===== src/rtl/serial_add_sub.sv =====
// Bit-serial adder/subtractor: one full-adder slice and a carry flop process
// WIDTH operand bits LSB first, then publish sum, carry and signed overflow.
module serial_add_sub #(
   parameter  int WIDTH = 8,
   localparam int CNT_W = $clog2(WIDTH + 1)
) (
   input  logic             clk,
   input  logic             rst_n,
   input  logic             ena,
   input  logic             start,
   input  logic             sub,
   input  logic [WIDTH-1:0] a,
   input  logic [WIDTH-1:0] b,
   output logic             busy,
   output logic             done,
   output logic [WIDTH-1:0] sum,
   output logic             carry_out,
   output logic             overflow
);

   typedef enum logic {IDLE = 1'b0, RUN = 1'b1} state_t;

   state_t           state;
   logic [WIDTH-1:0] sa;
   logic [WIDTH-1:0] sb;
   logic [WIDTH-1:0] acc;
   logic [CNT_W-1:0] cnt;
   logic             c;

   logic             s_bit;
   logic             c_nxt;
   logic             last;
   logic [WIDTH-1:0] acc_nxt;

   always_comb begin
      s_bit   = sa[0] ^ sb[0] ^ c;
      c_nxt   = (sa[0] & sb[0]) | (sa[0] & c) | (sb[0] & c);
      last    = (cnt == CNT_W'(WIDTH - 1));
      acc_nxt = {s_bit, acc[WIDTH-1:1]};
   end

   // Subtraction is A + ~B + 1: B is inverted on load and the carry seeded with 1.
   // acc is the working shift register so the visible sum stays stable during RUN.
   always_ff @(posedge clk or negedge rst_n) begin
      if (!rst_n) begin
         state     <= IDLE;
         sa        <= '0;
         sb        <= '0;
         acc       <= '0;
         cnt       <= '0;
         c         <= 1'b0;
         busy      <= 1'b0;
         done      <= 1'b0;
         sum       <= '0;
         carry_out <= 1'b0;
         overflow  <= 1'b0;
      end else if (ena) begin
         case (state)
            IDLE: begin
               done <= 1'b0;
               if (start) begin
                  sa    <= a;
                  sb    <= sub ? ~b : b;
                  c     <= sub;
                  cnt   <= '0;
                  busy  <= 1'b1;
                  state <= RUN;
               end
            end
            RUN: begin
               c   <= c_nxt;
               sa  <= sa >> 1;
               sb  <= sb >> 1;
               acc <= acc_nxt;
               cnt <= cnt + CNT_W'(1);
               if (last) begin
                  // On the MSB, c is the carry in and c_nxt the carry out.
                  sum       <= acc_nxt;
                  carry_out <= c_nxt;
                  overflow  <= c ^ c_nxt;
                  busy      <= 1'b0;
                  done      <= 1'b1;
                  state     <= IDLE;
               end
            end
            default: state <= IDLE;
         endcase
      end
   end

endmodule


===== config.mk =====
export PLATFORM = sky130hd
export DESIGN_NAME = serial_add_sub
export DESIGN_NICKNAME = d
export VERILOG_FILES = /design/src/rtl/serial_add_sub.sv
export SDC_FILE = /design/constraint.sdc
export NUM_CORES = 1
export LEC_CHECK = 0
export BUFFER_PORTS_ARGS = -buffer_cell sky130_fd_sc_hd__buf_4
export CORE_UTILIZATION = 49
export CTS_CLUSTER_DIAMETER = 150
export DETAILED_ROUTE_END_ITERATION = 12
export GPL_ROUTABILITY_DRIVEN = 1
export PLACE_DENSITY = 0.86
export SYNTH_ARGS = -nofsm -noshare
export SYNTH_HDL_FRONTEND = slang
export SYNTH_SLANG_ARGS = --single-unit

===== constraint.sdc =====
create_clock -name clk -period 1.4 [get_ports clk]
set_input_delay 0.42 -clock clk [delete_from_list [all_inputs] [get_ports clk]]
set_output_delay 0.42 -clock clk [all_outputs]
set_load 0.05 [all_outputs]

==> run summary <==
vias in the first global route: 1315
CP max-delay cell: dfrtp_1
first-pass GRT wire length: 6040 um
failing checks: setup timing
die height: 63.3 um
gr ovfl total: 0
DP Area: 0.00218 mm2
Fin. Hold Viols: 0
routability cong.: 0.714
Max Cap Viol: 0
H-tree levels: 2
total CTS buffers: 5
Cell variety after synth: 28
clk_lat worst skew: 0.28 ns
Fill cells: 268
Lkg Pwr: 1.16 nW
Multi-input gate area: 808 um2
crit-path max cell delay: 0.39 ns
# setup viols final: 2
GRT Total Usage: 19.6%
Routed Antenna Nets: 0
Hold Crit Class: in2async
GRT met1 Usage: 26.1%
Die Area: 0.00400 mm2
GRT busiest layer: met2
Worst Setup Start Kind: register
share of cells above drive strength 1: 36.1%
Fin Clk Skew: 0.00914 ns
beginning of the critical path: cnt[1]$_DFFE_PN0P_
diode count: 0
Critical Path Sink Type: register
crit-path leading delay family: flip-flops
Slew @ Worst Pin: 0.512 ns
Crit Path Class: reg2reg
Die W: 63.3 um
clock buffer depth: 2
Syn Inst Count: 156
PnR worst setup slack: -0.00392 ns
Layout area overhead: 26.7%
CP Depth: 4
final hold slack: 0.109 ns
worst endpoint data arrival time: 1.57 ns
Core Box Area: 0.00347 mm2
largest net degree at the start of global routing: 42
clk slew on worst S/H paths: 0.07 ns
flops & latches, synth: 41
CP max FO: 5
Final period util: 100%
Remaining DRCs: 0
R2R cell count: 4
storage element area: 0.00103 mm2
post-route minimum period: 1.40 ns
Clock Sinks: 41
wire per inst: 14.0 um
Buffers on Ports: 32
worst r2r src: cnt[1]$_DFFE_PN0P_
Critical Path RT: 1.57 ns
Initial Utilization: 53.0%
Yosys warnings: 0
DR pass1 iterations: 4
fmax: 712 MHz
Nets: 224
register area share after synthesis: 55.8%
via count: 1324
initial antenna violation count: 0
Starting DRT DRC Count: 62
PD cells: 1840 mW/mm2
WP buf/inv: 0
Slew headroom: 65.9%
via density per instance: 5.34
met2 Use GR: 32.1%
RSZ-0062 raised after global routing: yes
Syn Nets: 179
GR Layer Usage met3: 3.44%
CTS root buffer: clkbuf_8
Max VDD drop: 0.946 mV
# IOs: 33
Post-Syn Area: 0.00184 mm2
crit-path cells: ha_2 -> and4b_2 -> nand2_4 -> mux2_4
CTS tree: built
drt total wl: 3460 um
Final Slew Violations: 0
Post-DP HPWL: 2440 um
Mapped Avg Cell Area: 11.8 um2
status: complete, but fails checks
fin area: 0.00233 mm2
FP Rows: 21
-- where the power goes --
group	leakage, nW	switching [mW]	internal (mW)
logic	0.587	0.858	0.802
registers	0.532	0.282	1.62
clock network	0.0450	0.376	0.345
-- placed cells by master (no fill, tap or decap), types with 3 or more instances in the layout --
cell and count:
a21oi_1 4, buf_4 46, clkbuf_8 5, dfrtp_1 41, inv_1 3, mux2_2 7
mux2_4 9, mux2i_1 14, nand2_1 19, nand3_1 3, o21ai_0 18, o22ai_1 3
xor2_1 7
-- cell usage after synthesis --
master | count | share of area (%)
dfrtp_1 | 41 | 56
nand2_1 | 19 | 3.9
o21ai_0 | 19 | 5.2
mux2i_1 | 14 | 7.6
mux2_1 | 9 | 5.5
buf_2 | 8 | 2.2
mux2_2 | 7 | 4.3
xor2_1 | 7 | 3.3
a21oi_1 | 4 | 1.1
inv_1 | 3 | 0.61
nand3_1 | 3 | 0.82
o22ai_1 | 3 | 1.0
nor2_1 | 2 | 0.41
o2bb2ai_1 | 2 | 0.95
xnor2_1 | 2 | 0.95
a32o_1 | 1 | 0.54
and4b_1 | 1 | 0.54
buf_4 | 1 | 0.41
fa_1 | 1 | 1.1
ha_1 | 1 | 0.68
nand2_2 | 1 | 0.34
nand2b_1 | 1 | 0.34
nand3b_1 | 1 | 0.41
nand4b_1 | 1 | 0.48
o211ai_1 | 1 | 0.41
o21ai_1 | 1 | 0.27
o21bai_1 | 1 | 0.41
o22a_1 | 1 | 0.48
-- logic make-up after synthesis --
family	share of synthesized area [%]
AO/OA/AOI/OAI	10.3
XOR/XNOR	4.29
adder cells (fa/ha/maj)	1.77
buffers and inverters	3.20
flip-flops	55.8
multiplexers	17.4
AND/OR/NAND/NOR	7.21
-- final timing paths --
kind / endpoint / slack (ns)
worst max-delay path: sum[3]$_DFFE_PN0P_ / -0.004
worst min-delay path: overflow$_DFFE_PN0P_ / 0.11
worst max register to register: sum[3]$_DFFE_PN0P_ / -0.004
worst min register to register: sa[1]$_DFFE_PN0P_ / 0.48
max in group asynchronous: sb[6]$_DFFE_PN0P_ / 0.93
min in group clk: sa[4]$_DFFE_PN0P_ / 0.43
-- flip-flops by register name, summed over array words and instances (netlist names), 4 cells and up --
name and cells:
acc 7, cnt 4, sa 8, sb 8
sum 8
-- layout make-up --
| class | instances | share of cell area, % |
|---|---|---|
| repair buffers | 46 | 14.8 |
| well taps | 46 | 2.47 |
| flip-flops and latches | 41 | 44.0 |
| clock buffers | 6 | 3.11 |
| multi-input cells | 104 | 34.7 |
| inverters | 3 | 0.483 |
| clock inverters | 2 | 0.429 |
-- through the flow --
step	power [mW]	std cells	util (%)	setup slack, ns	TNS, ns
after floorplan	2.94	156	-	0.0150	0
after global placement	3.36	237	63.0	0.0302	0
after detailed placement	3.47	237	63.0	-0.0228	-0.146
after CTS	4.27	247	66.6	-0.00673	-0.0266
after global routing	4.60	248	67.2	-0.0432	-0.294
final	4.28	248	67.2	-0.00392	-0.00431
-- routing by layer --
metal,routed length [um],vias to the layer above,share of wire (%)
met5,0,-,0
met2,1770,42,51
li1,-,631,-
met3,156,3,4.5
met1,1530,648,44
met4,16,0,0.46
-- timing repair --
item,in CTS,in global routing
pin swaps,1,3
cloned,1,0
hold buffers,0,0
endpoints found under the setup margin,9,10
gates resized for setup,8,5
setup buffers,1,1
Power figures use the tool's default switching activity.
